==> src/rtl/gray_pkg.sv <==
// Shared Gray-code helpers for the counter and the downstream converter bench.
package gray_pkg;

    localparam int unsigned GRAY_SIZE_DEFAULT = 4;
    localparam int unsigned GRAY_MAX_WIDTH    = 32;

    // Width-generic through zero extension; callers cast the result back to their width.
    function automatic logic [GRAY_MAX_WIDTH-1:0] bin2gray(input logic [GRAY_MAX_WIDTH-1:0] bin);
        return bin ^ (bin >> 1);
    endfunction

    function automatic logic [GRAY_MAX_WIDTH-1:0] gray_max_bin(input int unsigned size);
        logic [GRAY_MAX_WIDTH-1:0] one;
        one = 1;
        if (size >= GRAY_MAX_WIDTH) begin
            return '1;
        end
        return (one << size) - one;
    endfunction

    localparam logic [GRAY_MAX_WIDTH-1:0] GRAY_MAX_BIN = gray_max_bin(GRAY_SIZE_DEFAULT);

endpackage

==> src/rtl/binary_to_gray_ds.sv <==
// Combinational binary-to-Gray stage; mirror image of the downstream Gray-to-binary converter.
module binary_to_gray_ds
    import gray_pkg::*;
#(
    parameter int unsigned SIZE = GRAY_SIZE_DEFAULT
) (
    input  logic [SIZE-1:0] bin_i,
    output logic [SIZE-1:0] gray_o
);

    assign gray_o = SIZE'(bin2gray(GRAY_MAX_WIDTH'(bin_i)));

endmodule

==> src/rtl/gray_code_counter.sv <==
// Up/down binary counter with registered Gray output and a valid/ready output handshake.
module gray_code_counter
    import gray_pkg::*;
#(
    parameter int unsigned SIZE = GRAY_SIZE_DEFAULT
) (
    input  logic            clk,
    input  logic            rst,
    input  logic            en,
    input  logic            up_dn,
    input  logic            load,
    input  logic [SIZE-1:0] load_bin,
    input  logic            out_ready,
    output logic [SIZE-1:0] G,
    output logic            out_valid,
    output logic            wrap,
    output logic [SIZE-1:0] bin_q
);

    localparam logic [SIZE-1:0] MaxBin = SIZE'(gray_max_bin(SIZE));

    logic [SIZE-1:0] bin_d;
    logic [SIZE-1:0] g_d;
    logic [SIZE-1:0] g_q;
    logic            valid_d;
    logic            valid_q;
    logic            wrap_d;
    logic            wrap_q;
    logic            stall;
    logic            step;

    // A held, unconsumed code blocks counting; a load still goes through.
    assign stall = valid_q & ~out_ready;
    assign step  = en & ~load & ~stall;

    always_comb begin
        bin_d   = bin_q;
        valid_d = valid_q;
        wrap_d  = 1'b0;
        if (load) begin
            bin_d   = load_bin;
            valid_d = 1'b1;
        end else if (step) begin
            if (up_dn) begin
                bin_d  = bin_q + SIZE'(1);
                wrap_d = (bin_q == MaxBin);
            end else begin
                bin_d  = bin_q - SIZE'(1);
                wrap_d = (bin_q == '0);
            end
            valid_d = 1'b1;
        end else if (valid_q && out_ready) begin
            valid_d = 1'b0;
        end
    end

    // G always tracks the next count, so it holds whenever bin_q holds.
    binary_to_gray_ds #(
        .SIZE (SIZE)
    ) u_bin2gray (
        .bin_i  (bin_d),
        .gray_o (g_d)
    );

    always_ff @(posedge clk or posedge rst) begin
        if (rst) begin
            bin_q   <= '0;
            g_q     <= '0;
            valid_q <= 1'b0;
            wrap_q  <= 1'b0;
        end else begin
            bin_q   <= bin_d;
            g_q     <= g_d;
            valid_q <= valid_d;
            wrap_q  <= wrap_d;
        end
    end

    assign G         = g_q;
    assign out_valid = valid_q;
    assign wrap      = wrap_q;

endmodule
==> config.mk <==
export PLATFORM = sky130hd
export DESIGN_NAME = gray_code_counter
export DESIGN_NICKNAME = d
export VERILOG_FILES = /design/src/rtl/gray_pkg.sv /design/src/rtl/binary_to_gray_ds.sv /design/src/rtl/gray_code_counter.sv
export SDC_FILE = /design/constraint.sdc
export NUM_CORES = 1
export LEC_CHECK = 0
export BUFFER_PORTS_ARGS = -buffer_cell sky130_fd_sc_hd__buf_2
export CAP_MARGIN = 20
export CORE_AREA = 2 2 39 41
export DETAILED_ROUTE_END_ITERATION = 10
export DIE_AREA = 0 0 41 43
export PLACE_DENSITY = 0.69
export RECOVER_POWER = 25
export REMOVE_ABC_BUFFERS = 1
export SYNTH_ARGS = -nofsm -noshare
export SYNTH_HDL_FRONTEND = slang
export SYNTH_SLANG_ARGS = --single-unit
export TNS_END_PERCENT = 50
==> constraint.sdc <==
create_clock -name clk -period 3.5 [get_ports clk]
set_input_delay 0.35 -clock clk [delete_from_list [all_inputs] [get_ports clk]]
set_output_delay 0.35 -clock clk [all_outputs]
set_load 0.02 [all_outputs]
== Word level (Yosys, flattened, before mapping) ==
Cells that the tools add are included.
Widths: inputs -> output; s select.
Cells by class
  muxes and demuxes: 9
  bitwise operators: 7
  reduce and logical (&&, ||, !) cells: 3
  add/subtract/negate cells: 2
  equal/unequal tests: 1
Operators by type and width (number)
  $mux 4: 3
  $mux 1: 6
  $add 4x1->4 const B: 1
  $eq 4x4->1 const B: 1
  $logic_not 4->1: 1
  $sub 4x1->4 const B: 1
  $xor 4x3->4: 1
  $and 1x1->1: 3
  $not 1->1: 3
  $reduce_bool 3->1: 1
  $logic_and 1x1->1: 1
Storage, ports and cells
  logic and storage cells: 26
  register bits: 10
  input port bits: 10
  output and inout bits: 10

== Longest topological paths before layout ==
Gate-level depths: netlist of the first run.
  word-level depth: 7
  depth in mapped cells: 7
  gate-level depth less buffers: 7

== Modules after synthesis ==
Synthesis of the first run repeated with hierarchy kept, for this count alone.
Second synthesis, totals
  cell total of the unflattened synthesis: 52
  area total of the unflattened synthesis: 541.8 um^2
Modules (own cells, without submodules)
  gray_code_counter: seq. area each 250.2 um^2, instances 1, area each 508.0 um^2, cells an instance 48
  binary_to_gray_ds: seq. area each 0.0 um^2, instances 1, area each 33.8 um^2, cells an instance 4

== Worst setup path before layout of the first run ==
No wires, ideal clock.
  kind: reg2reg
  start: register bin_q[1]
  end: register g_q[2] (netlist: G[2])
  path buffers: 0
  slack: 1.743 ns
  arrival: 1.630 ns
  stages on the path, launching flop included: 7
  period minus slack after synthesis: 1.757 ns
  setup time: 0.127 ns
  data required time: 3.373 ns
  path through: dfrtp_1 ha_1 a21o_1 a21oi_2 a21oi_1 or3_4 xor2_1
Between the ends
  word-level cells in the longest chain between the ends: 5
  elaborated cells between the ends (all ways): 6
  those cells by class: add/sub: 2; mux: 3; bitwise: 1
Ends and longest elaborated chain
  start, declared: line gray_code_counter.sv:17  | output logic [SIZE-1:0] bin_q
  start signal, assigned: line gray_code_counter.sv:72  | bin_q <= bin_d;
  $sub 4x1->4 / $add 4x1->4 (equally long branches): line gray_code_counter.sv:48, gray_code_counter.sv:45
  $mux 4 (*): line gray_code_counter.sv:44  | if (up_dn) begin
  $mux 4 (*): line gray_code_counter.sv:43  | end else if (step) begin
  $mux 4 (*): line gray_code_counter.sv:40  | if (load) begin
  named net bin_d[3]: line gray_code_counter.sv:22  | logic [SIZE-1:0] bin_d;
  $xor 4x3->4 (*): line gray_pkg.sv:9  | return bin ^ (bin >> 1);
  named net g_d[2]: line gray_code_counter.sv:23  | logic [SIZE-1:0] g_d;
  end signal, assigned: line gray_code_counter.sv:73  | g_q <= g_d;
  end, declared: line gray_code_counter.sv:24  | logic [SIZE-1:0] g_q;
Mark *: on every way through the listed nets, which the timed path passes. The rest lies on a longest branch.
A chain may end at the register's enable or synchronous reset.

== Final worst setup path of the first run ==
Ends and elaborated chain as after synthesis.

==> flow_summary.ini, run 1 <==
[outcome]
status = finished, final reports clean

[setup_path]
arrival_ns = 1.89
worstSetupPathType = reg -> reg
critPathMaxFanout = 6
crit_path_top_delay_cell = dfrtp_1
path_delay_family = flip-flops
crit_path_end_kind = register
crit_required_ns = 3.64
start_kind = register
path_cells = ha_1, a21o_1, a21oi_2, a21oi_1, or3_4, xor2_1
crit_start = bin_q[1]
crit_buf_inv = 0
reg2reg_from = bin_q[1]
critPathMaxStageDelay_ns = 0.43

[worst_hold_path]
hold_class = in -> async

[layout]
final_util_pct = 48.4
drive_above_1_share_pct = 40.3
n_fill_cell = 144
design_area_sq_um = 669
fin_nets = 86
diodes = 0
area_growth_pct = 22.4

[route]
drc = 0
drt_iter0_drc = 8
ant_nets = 0
viasPerCell = 4.88
firstDrtPassIters = 2
vias = 429
wirelength_microns = 962
wl_per_cell_microns = 10.9

[floorplan]
rows = 14
coreArea_sq_um = 1380
die_y_microns = 43
ios = 20
dieArea_sq_um = 1760
die_w_microns = 41
initial_core_util_pct = 39.5

[sta]
final-setup-viol-count = 0
max_freq_mhz = 569
finalHoldViolCount = 0
relSlewSlack_pct = 78.7
drv_slew = 0
skew_ns = 0.00600
setup_tns_ns = 0
rsz0062_at_grt = false
fin_crit_ns = 1.76
fin_crit_sh_pct = 50.2
max_slew.worst_pin.slew_ns = 0.319

[grt]
grt_pass1_vias = 348
grtUsageTotal_pct = 12.4
antenna_found_initial = 0
grt_max_degree = 14
grt.overflow.total = 0
grt_pass1_wl_microns = 1410

[job]
cap_violations = 0

[power]
swShare_pct = 34.9
comb_power_share_pct = 34.8
p_sw_mw = 0.113
ir_drop_mv = 0.321
clock_power_share_pct = 23.4
p_int_mw = 0.212
seqPwrFrac_pct = 41.8
p_per_area_nw_per_um2 = 486
p_leak_nw = 0.343

[logic_synthesis]
yosys.area.top_type_share_pct = 41.2
synth.most_common_cell = dfrtp_1
syn_inst = 51
netlist_area_sq_um = 547
ys_seq_area_share_pct = 41.2
ys.flop_type = dfrtp_1
synthTopCellsByCount = dfrtp_1, nand2_1, xor2_1, nor2_1
ys_ff_latch = 9
synth.top_cells.by_area = dfrtp_1, xor2_1, ha_1
synth_edf_count = 0
synth_cell_types = 29
async_flop_share_pct = 100
syn-mean-instance-area_sq_um = 10.7
synth_warnings = 0
yosys.area.top_type = dfrtp_1

[placed_design]
dpl_cell_area_sq_um = 643
dp_hpwl_microns = 753
port_buffers = 19
place_congestion = 0.795

[cts]
h-tree-depth = 1
clkTransAtPathRegs_ns = 0.06
clock_latency_ns = 0.26
cts.path.max_buffers = 2
cts-root-buf = clkbuf_4
post_cts_buffers = 0
cts_tree = yes
clkSinkCount = 9
post_cts_resized = 0
cts_buffers = 3
ctsHoldBuffers = 0
-- power by group through the flow --
| stage | Sequential, mW | Combinational [mW] | Clock (mW) |
|---|---|---|---|
| after floorplan | 0.163 | 0.0514 | 0 |
| after global placement | 0.138 | 0.113 | 0 |
| after detailed placement | 0.138 | 0.114 | 0 |
| after CTS | 0.136 | 0.115 | 0.0796 |
| after global routing | 0.138 | 0.124 | 0.0902 |
| final | 0.136 | 0.113 | 0.0761 |
-- area by class of cell --
| type | instances | area [sq um] | share of cell area [%] |
|---|---|---|---|
| repair buffers | 19 | 95.1 | 14.2 |
| well taps | 16 | 20.0 | 2.99 |
| multi-input cells | 38 | 295 | 44.1 |
| inverters | 2 | 7.51 | 1.12 |
| clock buffers | 4 | 26.3 | 3.93 |
| flip-flops and latches | 9 | 225 | 33.6 |
-- worst register-to-register path, cell delays in order, from the launching register on --
cell	delay [ns]
dfrtp_1	0.43
ha_1	0.29
a21o_1	0.17
a21oi_2	0.15
a21oi_1	0.06
or3_4	0.39
xor2_1	0.15
-- sequential cells by signal (all words and copies together), names as in the netlist --
register / flops
bin_q: 4
out_valid: 1
G: 3
wrap: 1
-- through the flow --
step / cells / power, mW / setup WS (ns) / hold slack (ns)
6_report: 88 / 0.325 / 1.74 / 0.0319
5_1_grt: 88 / 0.352 / 1.68 / 0.0429
4_1_cts: 88 / 0.330 / 1.74 / 0.0352
3_5_place_dp: 84 / 0.252 / 1.60 / 0.313
3_3_place_gp: 84 / 0.251 / 1.64 / 0.310
2_1_floorplan: 49 / 0.214 / 1.74 / 0.178
-- per-layer routing --
layer	part of all wire (%)	global-route usage, %
met3	7.2	7.85
met2	51	19.1
met4	0	2.00
met5	0	0
met1	41	14.3
-- placed cells by master (no fill, tap or decap) --
cell	count
dfrtp_1	9
nand3b_1	1
nand2_4	1
buf_2	19
or4_1	1
nand2b_2	1
and2b_1	1
nor3_1	1
fa_1	1
nand2_1	5
a31oi_1	1
or3_4	1
a22o_1	1
o21ai_0	1
o21ai_2	2
ha_1	2
xor2_1	5
mux2i_1	2
nand4b_1	1
a21boi_2	1
clkbuf_1	1
a21oi_1	1
a21o_1	1
and3_1	1
nor2_1	3
clkbuf_4	3
a21oi_2	1
inv_1	2
nor3b_1	1
nand3_1	1
-- kinds of logic (layout without fill, tap and decap cells) --
kind of cell	Yosys count	in the layout	synth area share, %
buf+inv	4	25	4.81
xor+xnor	5	5	8.01
compound gates	9	9	12.8
simple gates	19	19	21.3
flops	9	9	41.2
fa+ha+maj	3	3	8.24
mux	2	2	3.66
-- final timing paths --
| kind | to | slack, ns | cells past startpoint |
|---|---|---|---|
| max | G[2] | 1.74 | 6 |
| min | wrap | 0.03 | 2 |
| max reg2reg | G[2] | 1.74 | 6 |
| min reg2reg | out_valid | 0.55 | 2 |
| max in group asynchronous | bin_q[0] | 3.22 | 2 |
| min in group clk | bin_q[1] | 0.36 | 3 |
(Power assumes the default switching activity.)
==> run 2, diff against run 1 <==
==> constraint.sdc (replaced) <==
create_clock -name clk -period 1.85 [get_ports clk]
set_input_delay 0.185 -clock clk [delete_from_list [all_inputs] [get_ports clk]]
set_output_delay 0.185 -clock clk [all_outputs]
set_load 0.02 [all_outputs]
==> flow_summary.ini, run 2 (synthesis results as in run 1) <==
[outcome]
status = finished, final reports clean

[sta]
finalHoldViolCount = 0
fin_crit_sh_pct = 91.8
rsz0062_at_grt = false
final-setup-viol-count = 0
hold_slack_ns = 0.192
relSlewSlack_pct = 77.8
max_slew.worst_pin.slew_ns = 0.333
skew_ns = 0.00833
fin_crit_ns = 1.70
drv_slew = 0
setup_tns_ns = 0
setup_slack_ns = 0.151
max_freq_mhz = 589

[route]
drc = 0
viasPerCell = 4.88
drt_iter0_drc = 9
ant_nets = 0
wirelength_microns = 1040
vias = 439
firstDrtPassIters = 4
wl_per_cell_microns = 11.6

[setup_path]
crit_path_end_kind = register
critPathMaxFanout = 2
rrSetupSlack_ns = 0.15
start_kind = register
crit_path_top_delay_cell = dfrtp_1
crit_buf_inv = 0
path_delay_family = flip-flops
worstSetupPathType = reg -> reg
arrival_ns = 1.83
path_cells = ha_1, a21o_1, a21oi_2, a21oi_1, or3_4, xor2_1
critPathMaxStageDelay_ns = 0.39
crit_required_ns = 1.98

[placed_design]
place_congestion = 0.748
dp_slack_ns = 0.0845
dp.cells = 85
port_buffers = 19
dpl_cell_area_sq_um = 651
dp_hpwl_microns = 816

[layout]
diodes = 0
layout_common_cells = buf_2, dfrtp_1, xor2_1, nand2_1
design_area_sq_um = 687
fin_nets = 88
largest_reg_flops = 4
drive_above_1_share_pct = 40.5
top_register = bin_q
area_growth_pct = 25.6
instances_no_fill = 90
final_common_cell = buf_2
final_util_pct = 49.6

[cts]
clkSinkCount = 9
h-tree-depth = 1
cts-root-buf = clkbuf_4
ctsHoldBuffers = 1
clkTransAtPathRegs_ns = 0.06
clock_latency_ns = 0.25
post_cts_resized = 0
cts_buffers = 3
cts_tree = yes
post_cts_buffers = 0
cts.path.max_buffers = 2

[power]
p_per_area_nw_per_um2 = 914
swShare_pct = 35.3
ir_drop_mv = 0.548
comb_power_share_pct = 35.7
clock_power_share_pct = 23.5
p_int_mw = 0.406
total_power_mw = 0.628
seqPwrFrac_pct = 40.8
p_sw_mw = 0.222
p_leak_nw = 0.352

[floorplan]
dieArea_sq_um = 1760
initial_core_util_pct = 39.5
die_w_microns = 41
die_y_microns = 43
rows = 14
ios = 20
coreArea_sq_um = 1380

[grt]
met2_usage_pct = 23.8
antenna_found_initial = 0
top_usage_layer = met2
grt_max_degree = 14
grt_pass1_wl_microns = 1660
grtUsageTotal_pct = 13.9
met3_usage_pct = 3.14
met1_usage_pct = 16.2
grt.overflow.total = 0
grt_pass1_vias = 412

[job]
cap_violations = 0

[worst_hold_path]
hold_class = in -> reg
-- run 2: cell types whose count changed in the layout (fill, tap and decap cells not counted) --
cell	previous run	this run
buf_4	0	1
dlygate4sd3_1	0	1
-- run 2: tightest hold or removal path, stage by stage --
cell and delay (ns):
buf_2 0.07, nand2_1 0.05, o21ai_2 0.09
-- run 2: path summary, 6_finish.rpt --
| check | cells past startpoint | from | endpoint |
|---|---|---|---|
| max in group asynchronous | 3 | rst | G[1] |
| setup / recovery | 6 | bin_q[1] | G[2] |
| hold reg to reg | 2 | out_valid | out_valid |
| setup reg to reg | 6 | bin_q[1] | G[2] |
| hold / removal | 3 | load_bin[1] | bin_q[1] |
| min in group asynchronous | 3 | rst | G[2] |
-- run 2: metal layers --
metal  wire (microns)  vias to the layer above
li1                 -                      224
met1              432                      198
met2              552                       17
met3               59                        0
met4                0                        0
met5                0                        -
-- run 2: power by group through the flow --
stage / Combinational (mW) / Sequential [mW] / Clock (mW)
detailed placement: 0.224 / 0.260 / 0
global route: 0.247 / 0.261 / 0.165
floorplan: 0.0973 / 0.308 / 0
finish: 0.224 / 0.256 / 0.147
global placement: 0.220 / 0.258 / 0
CTS: 0.227 / 0.256 / 0.157
-- run 2: area by class of cell --
class	instances	area, sq um
fillers	139	697
multi-input cells	38	295
flip-flops and latches	9	225
repair buffers	21	113
clock buffers	4	26.3
well taps	16	20.0
inverters	2	7.51
==> run 3, diff against run 2 <==
--- a/config.mk
+++ b/config.mk
@@ -5,12 +5,13 @@
 export SDC_FILE = /design/constraint.sdc
 export NUM_CORES = 1
 export LEC_CHECK = 0
+export ABC_AREA = 1
 export BUFFER_PORTS_ARGS = -buffer_cell sky130_fd_sc_hd__buf_2
 export CAP_MARGIN = 20
 export CORE_AREA = 2 2 39 41
 export DETAILED_ROUTE_END_ITERATION = 10
 export DIE_AREA = 0 0 41 43
-export PLACE_DENSITY = 0.69
+export PLACE_DENSITY = 0.71
 export RECOVER_POWER = 25
 export REMOVE_ABC_BUFFERS = 1
 export SYNTH_ARGS = -nofsm -noshare
==> flow_summary.ini, run 3 <==
[power]
ir_drop_mv = 0.437
p_per_area_nw_per_um2 = 826
p_leak_nw = 0.411
total_power_mw = 0.585

[sta]
finalHoldViolCount = 0
hold_slack_ns = 0.177
skew_ns = 0.00349
fin_crit_ns = 1.51
fin_crit_sh_pct = 81.8
rsz0062_at_grt = false
setup_tns_ns = 0
max_freq_mhz = 661
drv_slew = 0
final-setup-viol-count = 0
relSlewSlack_pct = 77.0
max_slew.worst_pin.slew_ns = 0.345

[grt]
grt_pass1_vias = 459
grt_max_degree = 10
grt.overflow.total = 0
antenna_found_initial = 0
grt_pass1_wl_microns = 1830
grtUsageTotal_pct = 16.2

[outcome]
status = finished, final reports clean

[setup_path]
rrSetupSlack_ns = 0.34
crit_path_end_kind = register
critPathMaxFanout = 5
start_kind = register
arrival_ns = 1.67
worstSetupPathType = reg -> reg
crit_required_ns = 2.01

[route]
drt_iter0_drc = 6
firstDrtPassIters = 4
ant_nets = 0
drc = 0
wirelength_microns = 1110
vias = 516
viasPerCell = 4.53
wl_per_cell_microns = 9.72

[cts]
cts_buffers = 3
clock_latency_ns = 0.26
cts-root-buf = clkbuf_4
cts.path.max_buffers = 2
h-tree-depth = 1
cts_tree = yes
clkSinkCount = 9
ctsHoldBuffers = 1
clkTransAtPathRegs_ns = 0.06
post_cts_resized = 0
post_cts_buffers = 0

[floorplan]
die_w_microns = 41
ios = 20
coreArea_sq_um = 1380
die_y_microns = 43
dieArea_sq_um = 1760
rows = 14
initial_core_util_pct = 41.0

[layout]
area_growth_pct = 24.9
top_register = bin_q
fin_nets = 112
seq_area_sq_um = 225
largest_reg_flops = 4
layout_common_cells = nand2_1, buf_2, dfrtp_1, inv_1
final_util_pct = 51.2
final_common_cell = nand2_1
drive_above_1_share_pct = 33.7
n_fill_cell = 151
diodes = 0
multi_input_area_sq_um = 275
design_area_sq_um = 708

[worst_hold_path]
hold_class = in -> reg

[logic_synthesis]
synth.top_cells.by_area = dfrtp_1, nand2_1, inv_1
synth_cell_types = 20
async_flop_share_pct = 100
synth_warnings = 0
ys_ff_latch = 9
yosys.area.top_type_share_pct = 39.7
synth_edf_count = 0
netlist_area_sq_um = 567
yosys.area.top_type = dfrtp_1
syn-mean-instance-area_sq_um = 7.56
synth.most_common_cell = nand2_1
ys_seq_area_share_pct = 39.7
ys.flop_type = dfrtp_1
synthTopCellsByCount = nand2_1, dfrtp_1, inv_1, inv_2, nand3_1
syn_inst = 75

[job]
cap_violations = 0

[placed_design]
place_congestion = 0.766
port_buffers = 19
dpl_cell_area_sq_um = 674
dp_hpwl_microns = 892
run 3: layout make-up:
type / instances / area share [%]
tap: 16 / 2.83
sequential: 9 / 31.8
clock buffer: 4 / 3.71
timing repair buffer: 20 / 14.8
inverter: 15 / 7.95
multi-input combinational: 50 / 38.9
run 3: worst max-delay path, stage by stage, from the launching register on:
cell	delay [ns]
dfrtp_1	0.44
fa_1	0.53
inv_1	0.04
nand2_1	0.06
nand3_1	0.07
o21ai_2	0.10
inv_1	0.08
nand2_1	0.06
nand2_1	0.04
run 3: logic make-up after synthesis:
kind of cell,synth area share [%]
simple gates,32.9
flops,39.7
xor+xnor,1.55
fa+ha+maj,7.95
compound gates,6.62
buf+inv,11.3
run 3: metrics by stage:
stage / worst slack, ns / instances
floorplan: 0.346 / 74
global placement: 0.344 / 109
CTS: 0.316 / 114
global route: 0.200 / 114
detailed placement: 0.350 / 109
finish: 0.337 / 114
run 3: power by group:
group          switching (mW)  internal [mW]  total (mW)
Clock                  0.0693         0.0832       0.152
Combinational           0.121         0.0712       0.192
Sequential             0.0201          0.221       0.241
Total                   0.210          0.375       0.585
run 3: path summary, 6_finish.rpt:
| path | cells after the start | to | startpoint |
|---|---|---|---|
| worst max register to register | 8 | G[0] | bin_q[0] |
| worst min register to register | 2 | out_valid | out_valid |
| worst max-delay path | 8 | G[0] | bin_q[0] |
| worst min-delay path | 2 | out_valid | en |
| max in group asynchronous | 3 | bin_q[2] | rst |
| min in group asynchronous | 3 | G[0] | rst |
run 3: routing by layer:
metal	share of wire, %	GRT usage (%)	wire [microns]	vias up
li1	-	-	-	273
met1	45	20.3	503	227
met2	48	22.5	537	13
met3	3.6	4.71	40	3
met4	2.3	12.0	26	0
met5	0	0	0	-
